--- src/rtl/mod_accum_pkg.sv ---
// Shared constants, state type and modular-add helper for the residue accumulator.
package mod_accum_pkg;

    localparam int unsigned DEF_DATA_WIDTH   = 18;
    localparam int unsigned DEF_MODULUS      = 177147;
    localparam int unsigned DEF_MULT_LATENCY = 7;
    localparam int unsigned DEF_CNT_WIDTH    = 16;

    typedef enum logic {
        IDLE,
        ACCUM
    } acc_state_t;

    // Both operands must already be < DEF_MODULUS, so one subtraction suffices.
    function automatic logic [DEF_DATA_WIDTH-1:0] mod_add_once(
        input logic [DEF_DATA_WIDTH-1:0] a,
        input logic [DEF_DATA_WIDTH-1:0] b
    );
        logic [DEF_DATA_WIDTH:0] s;
        s = {1'b0, a} + {1'b0, b};
        if (s >= (DEF_DATA_WIDTH + 1)'(DEF_MODULUS)) begin
            s = s - (DEF_DATA_WIDTH + 1)'(DEF_MODULUS);
        end
        return s[DEF_DATA_WIDTH-1:0];
    endfunction

endpackage

--- src/rtl/mod_accum_c18_if.sv ---
// Term input and sum output handshake bundle of the residue accumulator.
interface mod_accum_c18_if
    import mod_accum_pkg::*;
#(
    parameter int unsigned DATA_WIDTH = DEF_DATA_WIDTH,
    parameter int unsigned CNT_WIDTH  = DEF_CNT_WIDTH
);

    logic                  in_valid;
    logic                  in_last;
    logic [DATA_WIDTH-1:0] mult_result;
    logic                  out_ready;
    logic                  out_valid;
    logic [DATA_WIDTH-1:0] out_sum;
    logic [CNT_WIDTH-1:0]  out_count;

    modport master (
        output in_valid,
        output in_last,
        output mult_result,
        output out_ready,
        input  out_valid,
        input  out_sum,
        input  out_count
    );

    modport slave (
        input  in_valid,
        input  in_last,
        input  mult_result,
        input  out_ready,
        output out_valid,
        output out_sum,
        output out_count
    );

endinterface

--- src/rtl/strobe_delay.sv ---
// Fixed-depth shift register; aligns upstream strobes with the multiplier output.
module strobe_delay #(
    parameter int unsigned WIDTH = 2,
    parameter int unsigned DEPTH = 7
) (
    input  logic             clk,
    input  logic             rst_n,
    input  logic [WIDTH-1:0] d_i,
    output logic [WIDTH-1:0] q_o
);

    logic [WIDTH-1:0] stage_q [DEPTH];
    logic [WIDTH-1:0] stage_d [DEPTH];

    always_comb begin
        stage_d[0] = d_i;
        for (int i = 1; i < int'(DEPTH); i++) begin
            stage_d[i] = stage_q[i-1];
        end
    end

    always_ff @(posedge clk or negedge rst_n) begin
        if (!rst_n) begin
            for (int i = 0; i < int'(DEPTH); i++) begin
                stage_q[i] <= '0;
            end
        end else begin
            stage_q <= stage_d;
        end
    end

    assign q_o = stage_q[DEPTH-1];

endmodule

--- src/rtl/mod_accum_c18.sv ---
// Modular dot-product accumulator behind the constant multiplier, with a one-entry
// ready/valid result buffer and sticky range/overrun flags.
module mod_accum_c18
    import mod_accum_pkg::*;
#(
    parameter int unsigned DATA_WIDTH   = DEF_DATA_WIDTH,
    parameter int unsigned MODULUS      = DEF_MODULUS,
    parameter int unsigned MULT_LATENCY = DEF_MULT_LATENCY,
    parameter int unsigned CNT_WIDTH    = DEF_CNT_WIDTH
) (
    input  logic             clk,
    input  logic             rst_n,
    mod_accum_c18_if.slave   bus,
    input  logic             err_clr,
    output logic             range_err,
    output logic             overrun_err
);

    localparam logic [DATA_WIDTH-1:0] ModVal = DATA_WIDTH'(MODULUS);

    acc_state_t state_q, state_d;

    logic [DATA_WIDTH-1:0] acc_q, acc_d;
    logic [CNT_WIDTH-1:0]  cnt_q, cnt_d;
    logic                  out_valid_q, out_valid_d;
    logic [DATA_WIDTH-1:0] out_sum_q, out_sum_d;
    logic [CNT_WIDTH-1:0]  out_count_q, out_count_d;
    logic                  range_err_q, range_err_d;
    logic                  overrun_err_q, overrun_err_d;

    logic [1:0]            strobe_a;
    logic                  v_a, l_a;
    logic                  term_oor;
    logic [DATA_WIDTH-1:0] term_x;
    logic [DATA_WIDTH-1:0] base;
    logic [DATA_WIDTH-1:0] sum_s;
    logic [CNT_WIDTH-1:0]  cnt_n;
    logic                  complete;

    // A last strobe without a valid must never reach the aligned domain.
    strobe_delay #(
        .WIDTH(2),
        .DEPTH(MULT_LATENCY)
    ) u_strobe_delay (
        .clk  (clk),
        .rst_n(rst_n),
        .d_i  ({bus.in_valid, bus.in_valid & bus.in_last}),
        .q_o  (strobe_a)
    );

    assign v_a = strobe_a[1];
    assign l_a = strobe_a[0];

    always_ff @(posedge clk or negedge rst_n) begin
        if (!rst_n) begin
            state_q <= IDLE;
        end else begin
            state_q <= state_d;
        end
    end

    always_comb begin
        state_d = state_q;
        if (v_a) begin
            state_d = l_a ? IDLE : ACCUM;
        end
    end

    always_comb begin
        term_oor = (bus.mult_result >= ModVal);
        term_x   = term_oor ? '0 : bus.mult_result;
        base     = (state_q == ACCUM) ? acc_q : '0;
        sum_s    = mod_add_once(base, term_x);
        if (state_q == IDLE) begin
            cnt_n = CNT_WIDTH'(1);
        end else if (cnt_q == '1) begin
            cnt_n = cnt_q;
        end else begin
            cnt_n = cnt_q + 1'b1;
        end
        complete = v_a & l_a;

        acc_d = acc_q;
        cnt_d = cnt_q;
        if (v_a && !l_a) begin
            acc_d = sum_s;
            cnt_d = cnt_n;
        end

        out_valid_d   = out_valid_q;
        out_sum_d     = out_sum_q;
        out_count_d   = out_count_q;
        overrun_err_d = overrun_err_q & ~err_clr;
        if (complete) begin
            if (!out_valid_q || bus.out_ready) begin
                out_valid_d = 1'b1;
                out_sum_d   = sum_s;
                out_count_d = cnt_n;
            end else begin
                overrun_err_d = 1'b1;
            end
        end else if (out_valid_q && bus.out_ready) begin
            out_valid_d = 1'b0;
        end

        range_err_d = (v_a & term_oor) | (range_err_q & ~err_clr);
    end

    always_ff @(posedge clk or negedge rst_n) begin
        if (!rst_n) begin
            acc_q         <= '0;
            cnt_q         <= '0;
            out_valid_q   <= 1'b0;
            out_sum_q     <= '0;
            out_count_q   <= '0;
            range_err_q   <= 1'b0;
            overrun_err_q <= 1'b0;
        end else begin
            acc_q         <= acc_d;
            cnt_q         <= cnt_d;
            out_valid_q   <= out_valid_d;
            out_sum_q     <= out_sum_d;
            out_count_q   <= out_count_d;
            range_err_q   <= range_err_d;
            overrun_err_q <= overrun_err_d;
        end
    end

    assign bus.out_valid = out_valid_q;
    assign bus.out_sum   = out_sum_q;
    assign bus.out_count = out_count_q;
    assign range_err     = range_err_q;
    assign overrun_err   = overrun_err_q;

endmodule

--- src/flat_wrapper.sv ---
// flat-port wrapper written by rule: the top's interface ports become plain ports
module mod_accum_c18_flat import mod_accum_pkg::*;
#(
    parameter int unsigned DATA_WIDTH   = DEF_DATA_WIDTH,
    parameter int unsigned MODULUS      = DEF_MODULUS,
    parameter int unsigned MULT_LATENCY = DEF_MULT_LATENCY,
    parameter int unsigned CNT_WIDTH    = DEF_CNT_WIDTH
)
  (clk, rst_n, err_clr, range_err, overrun_err, bus_in_valid, bus_in_last, bus_mult_result, bus_out_ready, bus_out_valid, bus_out_sum, bus_out_count);
  mod_accum_c18_if #(.DATA_WIDTH(DATA_WIDTH), .CNT_WIDTH(CNT_WIDTH)) bus_i ();
  input  logic clk;
  input  logic rst_n;
  input  logic err_clr;
  output logic range_err;
  output logic overrun_err;
  input wire logic [$bits(bus_i.in_valid)-1:0] bus_in_valid;
  input wire logic [$bits(bus_i.in_last)-1:0] bus_in_last;
  input wire logic [$bits(bus_i.mult_result)-1:0] bus_mult_result;
  input wire logic [$bits(bus_i.out_ready)-1:0] bus_out_ready;
  output wire logic [$bits(bus_i.out_valid)-1:0] bus_out_valid;
  output wire logic [$bits(bus_i.out_sum)-1:0] bus_out_sum;
  output wire logic [$bits(bus_i.out_count)-1:0] bus_out_count;
  assign bus_i.in_valid = bus_in_valid;
  assign bus_i.in_last = bus_in_last;
  assign bus_i.mult_result = bus_mult_result;
  assign bus_i.out_ready = bus_out_ready;
  assign bus_out_valid = bus_i.out_valid;
  assign bus_out_sum = bus_i.out_sum;
  assign bus_out_count = bus_i.out_count;
  mod_accum_c18 #(.DATA_WIDTH(DATA_WIDTH), .MODULUS(MODULUS), .MULT_LATENCY(MULT_LATENCY), .CNT_WIDTH(CNT_WIDTH)) u_core (.clk(clk), .rst_n(rst_n), .bus(bus_i), .err_clr(err_clr), .range_err(range_err), .overrun_err(overrun_err));
endmodule
--- config.mk ---
export PLATFORM = sky130hd
export DESIGN_NAME = mod_accum_c18_flat
export DESIGN_NICKNAME = d
export VERILOG_FILES = /design/src/rtl/mod_accum_pkg.sv /design/src/rtl/mod_accum_c18_if.sv /design/src/rtl/strobe_delay.sv /design/src/rtl/mod_accum_c18.sv /design/src/flat_wrapper.sv
export SDC_FILE = /design/constraint.sdc
export NUM_CORES = 1
export LEC_CHECK = 0
export BUFFER_PORTS_ARGS = -buffer_cell sky130_fd_sc_hd__buf_2
export CAP_MARGIN = 20
export CORE_ASPECT_RATIO = 1.75
export CORE_MARGIN = 8
export CORE_UTILIZATION = 64
export CTS_CLUSTER_DIAMETER = 50
export DETAILED_ROUTE_END_ITERATION = 12
export PLACE_DENSITY = 0.88
export RECOVER_POWER = 25
export SYNTH_ARGS = -nofsm -noshare
export SYNTH_HDL_FRONTEND = slang
export SYNTH_HIERARCHICAL = 1
export SYNTH_SLANG_ARGS = --single-unit
--- constraint.sdc ---
create_clock -name clk -period 10.15 [get_ports clk]
set_input_delay 0 -clock clk [delete_from_list [all_inputs] [get_ports clk]]
set_output_delay 0 -clock clk [all_outputs]
set_load 0.1 [all_outputs]
==> results.tsv, run 1 <==
metric	value	unit
outcome	finished, violations left	
failed_checks	capacitance limit, slew limit	
drv_slew	77	
tightest_slew	3.883	ns
max_freq	0.1970	GHz
multi_input_area	3158	sq um
slowest_stage	and2_1	
critical_path.top_delay_family	compound AO/OA/AOI/OAI gates	
cp.arrival	5.31	ns
area.sequential	2152	sq um
synth_area_per_cell	8.640	sq um
port_buffers	60	
via_per_inst	6.161	
place_inst	775	
finalPower	2.136	mW
cts_tree	done	
endpoint_kind	register	
gp_congestion	0.8835	
period_needed	5.076	ns
worst_skew_pair.late_latency	0.34	ns
min_period_over_period	0.5001	
synth-seq-area-share	0.3922	
start_util	0.6600	
dp_hpwl	9946	microns
start_kind	input port	
antenna_found_initial	0	
yosysWarnings	6	
num_rows	44	
path_cells	buf_2, a21oi_1, o31ai_1, a31o_2, a21oi_1, nand2b_1, and2_1, ha_1, inv_1, fa_1, nand2b_1, a211oi_2, o21ai_2, a41oi_2, mux2_2, nor4_2, and2_1, a21oi_2, and3_1, o31a_1	
setup_violations	0	
drive_gt1_frac	0.1594	
finalClockSkew	0.009867	ns
crit_type	input port to register	
clk_pin_slew_worst_paths	0.07	ns
syn_area	5487	sq um
ir_worst_vdd	0.3122	mV
dieHeight	138.5	microns
die_w	85.99	microns
route.detailed.drc	0	
groute.usage.overall	0.2396	
wl_per_cell	17.89	microns
overflow	0	
async_flop_share	1.000	
antenna_cells	0	
num_vias	4923	
min_path_type	input port to register	
clk_path_buf_depth	2	
syn_nets	680	
hold_slack	0.03919	ns
first_iter_violations	315	
finalNonFillerCells	799	
grt_max_degree	87	
netlist_instances	635	
cp_slowest_stage_delay	0.57	ns
required	10.38	ns
p_leak	2.706	nW
io_pins	61	
cts_setup_buffers	0	
hold_viol_final	0	
core	8313	sq um
synthDistinctLibCells	66	
nFillCells	619	
synth_flop_cell	dfrtp_1	
cts.htree.levels	3	
p_per_area	343.6	nW/um^2
dieArea	11910	sq um
totalWireLength	14290	microns
first_global_vias	4977	
synth-edff-count	0	
grt_pass1_wl	23100	microns
maxCapViolCount	1	
ant_nets	0	
clock-sinks	86	
numCtsBuffers	9	
cts-root-buf	clkbuf_16	
synthToLayoutAreaGrowth	13.30	%
ys_seq_elements	86	
crit_buf_inv	2	
dr.pass1.iters	5	
relSlewSlack	-1.589	
tns	0	ns
final_nets	724	
critPathMaxFanout	17	
rsz0062_at_grt	false	
fin_util	0.7477	
## registers in the layout (all words and copies together), names as in the netlist
register	flops
u_core/bus.out_valid	1
u_core/bus.out_sum	18
u_core/u_strobe_delay/stage_d	12
u_core/cnt_q	16
u_core/state_q	1
u_core/overrun_err	1
u_core/acc_q	18
u_core/u_strobe_delay/q_o	2
u_core/bus.out_count	16
u_core/range_err	1
## tightest hold or removal path, stage by stage
cell	delay [ns]
buf_2	0.08
nand2b_1	0.17
nand2_1	0.08
## final timing paths
check	startpoint	to	slack, ns	cells past startpoint
setup / recovery	bus_mult_result[1]	u_core/acc_q[6]$_DFFE_PN0P_	5.07	20
hold / removal	bus_out_ready	u_core/bus.out_valid$_DFFE_PN0P_	0.04	3
setup reg to reg	u_core/state_q$_DFFE_PN0P_	u_core/acc_q[6]$_DFFE_PN0P_	5.37	14
hold reg to reg	u_core/u_strobe_delay/stage_d[4]$_DFF_PN0_	u_core/u_strobe_delay/stage_d[2]$_DFF_PN0_	0.35	0
max in group asynchronous	rst_n	u_core/bus.out_count[7]$_DFFE_PN0P_	5.88	3
min in group asynchronous	rst_n	u_core/bus.out_count[9]$_DFFE_PN0P_	0.17	2
## layout by cell type (no fill, tap or decap), drive strengths merged, types with 8 or more instances in the layout
| master | n |
|---|---|
| dfrtp | 86 |
| mux2i | 9 |
| a21oi | 35 |
| a211oi | 14 |
| nand2 | 96 |
| o21ai | 66 |
| buf | 62 |
| inv | 13 |
| nor2 | 45 |
| clkbuf | 12 |
| and2 | 42 |
| xor2 | 12 |
| nand3 | 16 |
| ha | 20 |
| xnor2 | 24 |
| o31ai | 14 |
| nand2b | 11 |
| nor3 | 12 |
| nand4 | 8 |
## kinds of logic after synthesis
logic type	after synthesis	synth area share
buffers and inverters	46	0.03352
multiplexers	10	0.01847
flip-flops	86	0.3922
AND/OR/NAND/NOR	258	0.2292
AO/OA/AOI/OAI	178	0.2185
XOR/XNOR	36	0.05884
adder cells (fa/ha/maj)	21	0.04926
## layer usage
| metal | track usage | up-vias | share of wire | wire (microns) |
|---|---|---|---|---|
| met5 | 0 | - | 0 | 0 |
| met4 | 0.1292 | 0 | 0.043 | 620 |
| met3 | 0.03620 | 53 | 0.045 | 647 |
| met2 | 0.4386 | 180 | 0.54 | 7684 |
| met1 | 0.2494 | 2361 | 0.37 | 5340 |
| li1 | - | 2329 | - | - |
## through the flow
step	setup WS (ns)	area (sq um)
after floorplan	6.272	5487
after CTS	5.094	6168
after detailed placement	4.749	5798
final	5.074	6216
after global placement	4.960	5798
after global routing	4.780	6216
## timing repair
item / CTS / global route
endpoints found under the hold margin: 90 / 0
setup endpoints to repair: 0 / 0
gates resized for setup: 0 / 0
hold buffers: 4 / 0
## synthesized netlist by cell type, drive strengths merged, types with 4 or more instances
library cell,count,area (sq um)
nor2,45,178.9
o211ai,4,30.03
nor3,12,60.06
and3,6,37.54
o21ai,66,337.8
ha,20,250.2
mux2i,9,90.09
nand2,96,360.4
or3,4,25.02
inv,11,41.29
nor2b,6,37.54
a21oi,35,186.4
a211oi,14,160.2
o31ai,14,105.1
buf,6,33.77
o31a,7,61.31
nand2b,11,68.82
a21o,4,30.03
clkbuf,29,108.9
nand4,8,50.05
dfrtp,86,2152
xor2,12,112.6
and2,42,262.8
a31oi,6,37.54
nand3,16,80.08
xnor2,24,210.2
## layout make-up
| cell class | count | share of cell area |
|---|---|---|
| sequential | 86 | 0.3462 |
| clock buffer | 10 | 0.03845 |
| timing repair buffer | 68 | 0.06280 |
| clock inverter | 6 | 0.01469 |
| tap | 115 | 0.02315 |
| inverter | 11 | 0.006643 |
| multi-input combinational | 503 | 0.5081 |
## power breakdown
group	switching [mW]	internal, mW	total [mW]	leakage (nW)
Clock	0.138	0.224	0.362	0.163
Sequential	0.0725	0.438	0.511	1.08
Combinational	0.902	0.362	1.26	1.47
Total	1.11	1.02	2.14	2.71
Note: power is estimated with default switching activity, not from simulation.
==> inputs of run 2 (changes only) <==
- CORE_UTILIZATION: 64 -> 59
- PLACE_DENSITY: 0.88 -> 0.82
- clock period: 10.15 -> 5.11 ns (I/O delays scaled with it)
==> run 2 against run 1 <==
Compared with the run above:
- the run still ends with capacitance limit, slew limit left
- largest cell class unchanged
- clock power increased by 96%
- first-iteration DRC count grew 5.4%
- utilization shrank 5.0 points
==> results.tsv, run 2 (synthesis gave the netlist of run 1 again) <==
metric	value	unit
port_buffers	60	
via_per_inst	6.075	
drive_gt1_frac	0.1741	
start_util	0.6072	
num_rows	46	
min_path_type	input port to register	
failed_checks	capacitance limit, slew limit	
cts_tree	done	
first_iter_violations	332	
clk_path_buf_depth	2	
final_nets	735	
die_w	88.90	microns
ant_nets	0	
grt_max_degree	87	
place_inst	793	
mostFrequentLayoutCell	nand2_1	
finalPower	4.317	mW
cts-root-buf	clkbuf_16	
start_kind	input port	
gp_congestion	0.9452	
maxCapViolCount	1	
cts.htree.levels	3	
grt_pass1_wl	23780	microns
rsz0062_at_grt	false	
dp_hpwl	10690	microns
ir_worst_vdd	0.4836	mV
clock-sinks	86	
antenna_found_initial	0	
relSlewSlack	-1.258	
required	5.35	ns
io_pins	61	
route.detailed.drc	0	
hold_viol_final	0	
dieArea	12760	sq um
drv_slew	77	
first_global_vias	5074	
synthToLayoutAreaGrowth	14.96	%
finalNonFillerCells	815	
cts_setup_buffers	0	
p_per_area	684.5	nW/um^2
place_area	5902	sq um
p_leak	2.756	nW
finalClockSkew	0.007829	ns
worst_skew_pair.late_latency	0.34	ns
groute.usage.overall	0.2402	
dieHeight	143.6	microns
dr.pass1.iters	5	
clk_pin_slew_worst_paths	0.06	ns
endpoint_kind	register	
num_vias	4951	
outcome	finished, violations left	
totalWireLength	14480	microns
tightest_slew	3.387	ns
cp.arrival	5.08	ns
numCtsBuffers	9	
antenna_cells	0	
max_freq	0.2062	GHz
critPathMaxFanout	13	
final_cell_mix	96 x nand2_1, 86 x dfrtp_1, 58 x buf_2, 45 x o21ai_0, 43 x nor2_1	
core	9036	sq um
finish.instance_area	6307	sq um
overflow	0	
period_needed	4.849	ns
crit_type	input port to register	
setup_violations	0	
min_period_over_period	0.9489	
wl_per_cell	17.77	microns
[run 2: what timing repair did]
action | in CTS | in global routing
hold buffers | 4 | 0
resized for setup | 0 | 3
endpoints found under the hold margin | 90 | 0
endpoints found under the setup margin | 0 | 5
[run 2: final cells by class]
class | count | area [sq um]
multi-input combinational | 503 | 3168
fill | 710 | 2729
sequential | 86 | 2152
timing repair buffer | 79 | 465.4
clock buffer | 10 | 239.0
tap | 120 | 150.1
clock inverter | 6 | 91.34
inverter | 11 | 41.29
[run 2: path summary, 6_finish.rpt]
check	start	end	slack, ns	cells past startpoint
max in group asynchronous	rst_n	u_core/bus.out_count[14]$_DFFE_PN0P_	1.06	3
max	bus_mult_result[1]	u_core/acc_q[8]$_DFFE_PN0P_	0.26	21
min	bus_out_ready	u_core/bus.out_valid$_DFFE_PN0P_	0.03	3
min in group asynchronous	rst_n	u_core/cnt_q[9]$_DFFE_PN0P_	0.17	2
min reg2reg	u_core/u_strobe_delay/stage_d[1]$_DFF_PN0_	u_core/u_strobe_delay/q_o[1]$_DFF_PN0_	0.35	0
max reg2reg	u_core/state_q$_DFFE_PN0P_	u_core/acc_q[8]$_DFFE_PN0P_	0.95	14
[run 2: per-stage QoR]
stage | setup TNS (ns) | setup slack [ns] | utilization | hold WS (ns)
finish | 0 | 0.2611 | 0.6980 | 0.03072
global route | 0 | 0.07380 | 0.6980 | 0.05663
CTS | 0 | 0.2784 | 0.6941 | 0.02367
detailed placement | -0.02859 | -0.02859 | 0.6531 | 0.1276
global placement | 0 | 0.1904 | 0.6531 | 0.1290
floorplan | 0 | 1.232 | - | -0.2956
[run 2: routing by layer]
metal,part of all wire,up-vias,GRT usage
met5,0,-,0
met4,0.045,0,0.1534
met3,0.042,49,0.03432
met2,0.54,162,0.4246
met1,0.37,2387,0.2546
li1,-,2353,-
[run 2: power breakdown]
group          internal (mW)  switching, mW
clock network          0.445          0.267
logic                  0.773           1.82
registers              0.870          0.137
[run 2: critical path, stage by stage]
cell and delay (ns):
buf_2 0.10, a21oi_1 0.30, o31ai_1 0.15, buf_4 0.15, a31o_2 0.23, a21oi_1 0.15, nand2b_1 0.31, and2_1 0.20
ha_1 0.22, inv_1 0.07, fa_1 0.40, nand2b_1 0.20, a211oi_2 0.30, nor2_1 0.15, xnor2_1 0.29, and3_1 0.33
a311oi_2 0.17, a211o_2 0.52, a21o_1 0.23, o31a_1 0.33, o31ai_1 0.27
==> inputs of run 3 (changes only) <==
- ABC_AREA: default -> 1
- CORE_UTILIZATION: 59 -> 60
- PLACE_DENSITY: 0.82 -> 0.83
==> run 3 against run 2 <==
Compared with the run above:
- the run now ends clean
- count of clock-buffer cells in the layout fell by 1
- sequential cell count did not move
- largest cell class unchanged
- total power fell by 22%
- critical path type unchanged
==> results.tsv, run 3 <==
metric	value	unit
route.detailed.drc	0	
dp_hpwl	11740	microns
fin_util	0.6910	
ir_worst_vdd	0.3089	mV
yosysMostFrequentCell	nand2_1	
synth_commonest_cells	344 x nand2_1, 134 x inv_1, 86 x dfrtp_1	
place_inst	1029	
numCtsBuffers	9	
synth_compound_area_frac	0.08023	
tightest_slew	0.6249	ns
synth_mux_area_frac	0	
synthToLayoutAreaGrowth	13.28	%
netlist_instances	861	
final_nets	969	
mostFrequentLayoutCell	nand2_1	
maxCapViolCount	0	
finalNonFillerCells	1051	
antenna_found_initial	0	
synth_top_area_cell	dfrtp_1	
crit_buf_inv	4	
cp.arrival	4.08	ns
dieArea	13070	sq um
place_area	6146	sq um
synthDistinctLibCells	37	
first_iter_violations	335	
reg2reg_depth	20	
outcome	finished, final reports clean	
slowest_stage	fa_1	
min_period_over_period	0.7589	
drv_slew	0	
endpoint_kind	register	
synth-seq-area-share	0.3750	
dieHeight	145.4	microns
dr.pass1.iters	6	
ant_nets	0	
finish.instance_area	6501	sq um
wl_per_cell	15.28	microns
setup_violations	0	
synth_fa_ha_area_frac	0.04709	
cts_tree	done	
synth-edff-count	0	
finalClockSkew	0.008024	ns
min_path_type	input port to register	
r2r_setup_slack	1.50	ns
yosys-top-cells-area	dfrtp_1 37%, nand2_1 22%, inv_1 8.8%	
grt_pass1_wl	26360	microns
groute.usage.overall	0.2487	
io_pins	61	
synth_flop_cell	dfrtp_1	
critical_path.top_delay_family	simple AND/OR/NAND/NOR gates	
synth_xor_area_frac	0.02136	
die_w	89.93	microns
grt_max_degree	87	
finalPower	3.355	mW
gp_congestion	0.9807	
timing.rr.end	u_core/bus.out_sum[1]$_DFFE_PN0P_	
hold_viol_final	0	
r2r_start	u_core/state_q$_DFFE_PN0P_	
p_leak	3.691	nW
required	5.31	ns
ys_seq_elements	86	
yosysWarnings	6	
clk_pin_slew_worst_paths	0.07	ns
syn_area	5739	sq um
max_freq	0.2579	GHz
first_global_vias	5576	
cp_slowest_stage_delay	0.43	ns
final.setup.worst_slack	1.232	ns
num_vias	5620	
start_util	0.6100	
clock-sinks	86	
antenna_cells	0	
hold_slack	0.02917	ns
tns	0	ns
cts-root-buf	clkbuf_16	
core	9409	sq um
critPathMaxFanout	34	
synth_top_family_by_area	simple AND/OR/NAND/NOR gates	
period_needed	3.878	ns
port_buffers	60	
cts_resized	0	
holdPathStages	3	
crit_type	input port to register	
start_kind	input port	
async_flop_share	1.000	
clk_path_buf_depth	2	
final_cell_mix	344 x nand2_1, 134 x inv_1, 86 x dfrtp_1, 60 x nor2_1, 58 x buf_2	
p_per_area	516.0	nW/um^2
place_ws	1.019	ns
hold_end	u_core/range_err$_DFF_PN0_	
yosysTopAreaCellShare	0.3750	
totalWireLength	16060	microns
relSlewSlack	0.5834	
yosys.area_share.simple	0.3689	
synth_area_per_cell	6.666	sq um
num_rows	47	
path_cells	buf_2, a21oi_1, o311ai_0, a31oi_1, o21ai_0, nand2_1, inv_1, nor2_1, ha_1, inv_1, fa_1, inv_1, ha_1, nand2_1, nor2_1, nand3_1, nor2_1, nand2_2, nand3_4, nand2_1, o21ai_2, o21bai_1	
cts.htree.levels	3	
syn_nets	906	
overflow	0	
via_per_inst	5.347	
rsz0062_at_grt	false	
worstHoldStart	bus_mult_result[17]	
drive_gt1_frac	0.1259	
worst_skew_pair.late_latency	0.34	ns
## run 3: cell count changes in the layout (fill, tap and decap cells not counted), moves of 9 or more
cell / previous run / this run
nand2_1: 96 / 344
inv_1: 11 / 134
and2_1: 41 / 3
nand3_1: 15 / 49
xnor2_1: 24 / 1
o21ai_1: 19 / 1
nor2_1: 43 / 60
a21oi_1: 32 / 16
nand2_2: 0 / 14
o31ai_1: 14 / 0
a211oi_2: 11 / 0
nand2b_1: 10 / 0
buf_4: 13 / 4
mux2i_1: 9 / 0
## run 3: layout make-up
| type | count | area, sq um |
|---|---|---|
| Timing Repair Buffer | 71 | 432.9 |
| Multi-Input combinational cell | 620 | 2970 |
| Clock inverter | 7 | 57.56 |
| Sequential cell | 86 | 2152 |
| Tap cell | 122 | 152.6 |
| Fill cell | 837 | 2908 |
| Clock buffer | 9 | 225.2 |
| Inverter | 136 | 510.5 |
## run 3: how the worst max path moves through the flow
stage                                   from                                end  slack, ns  depth (start not counted)
final                     bus_mult_result[1]  u_core/bus.out_sum[1]$_DFFE_PN0P_       1.23                         22
after global routing      bus_mult_result[1]  u_core/bus.out_sum[4]$_DFFE_PN0P_       0.84                         24
after CTS                 bus_mult_result[1]  u_core/bus.out_sum[1]$_DFFE_PN0P_       1.32                         22
after detailed placement  bus_mult_result[1]  u_core/bus.out_sum[3]$_DFFE_PN0P_       1.02                         30
after global placement    bus_mult_result[1]       u_core/acc_q[16]$_DFFE_PN0P_       1.23                         24
after floorplan           bus_mult_result[9]  u_core/bus.out_sum[1]$_DFFE_PN0P_       1.88                         26
## run 3: timing repair
item                                   4_1_cts  5_1_grt
hold buffers                                 5        0
buffers inserted                             0        0
endpoints found under the hold margin       91        0
## run 3: power by group
| group | internal (mW) | switching (mW) | total, mW |
|---|---|---|---|
| clock network | 0.334 | 0.284 | 0.618 |
| registers | 0.833 | 0.108 | 0.940 |
| logic | 0.431 | 1.36 | 1.80 |
## run 3: worst min-delay path, delay by kind of cell
family / cells / cell delay (ns)
AOI/OAI and AO/OA: 1 / 0.07
and+or+nand+nor: 1 / 0.11
buffers and inverters: 1 / 0.13
## run 3: metal layers
layer / wire, microns / vias up / GRT usage / part of all wire
met2: 8641 / 188 / 0.4626 / 0.54
met4: 940 / 0 / 0.1668 / 0.059
met1: 5758 / 2595 / 0.2486 / 0.36
met3: 719 / 56 / 0.03357 / 0.045
met5: 0 / - / 0 / 0
li1: - / 2781 / - / -
## run 3: cell families after synthesis
| family | after synthesis |
|---|---|
| XOR/XNOR | 14 |
| buffers and inverters | 155 |
| AO/OA/AOI/OAI | 80 |
| AND/OR/NAND/NOR | 505 |
| flip-flops | 86 |
| adder cells (fa/ha/maj) | 21 |
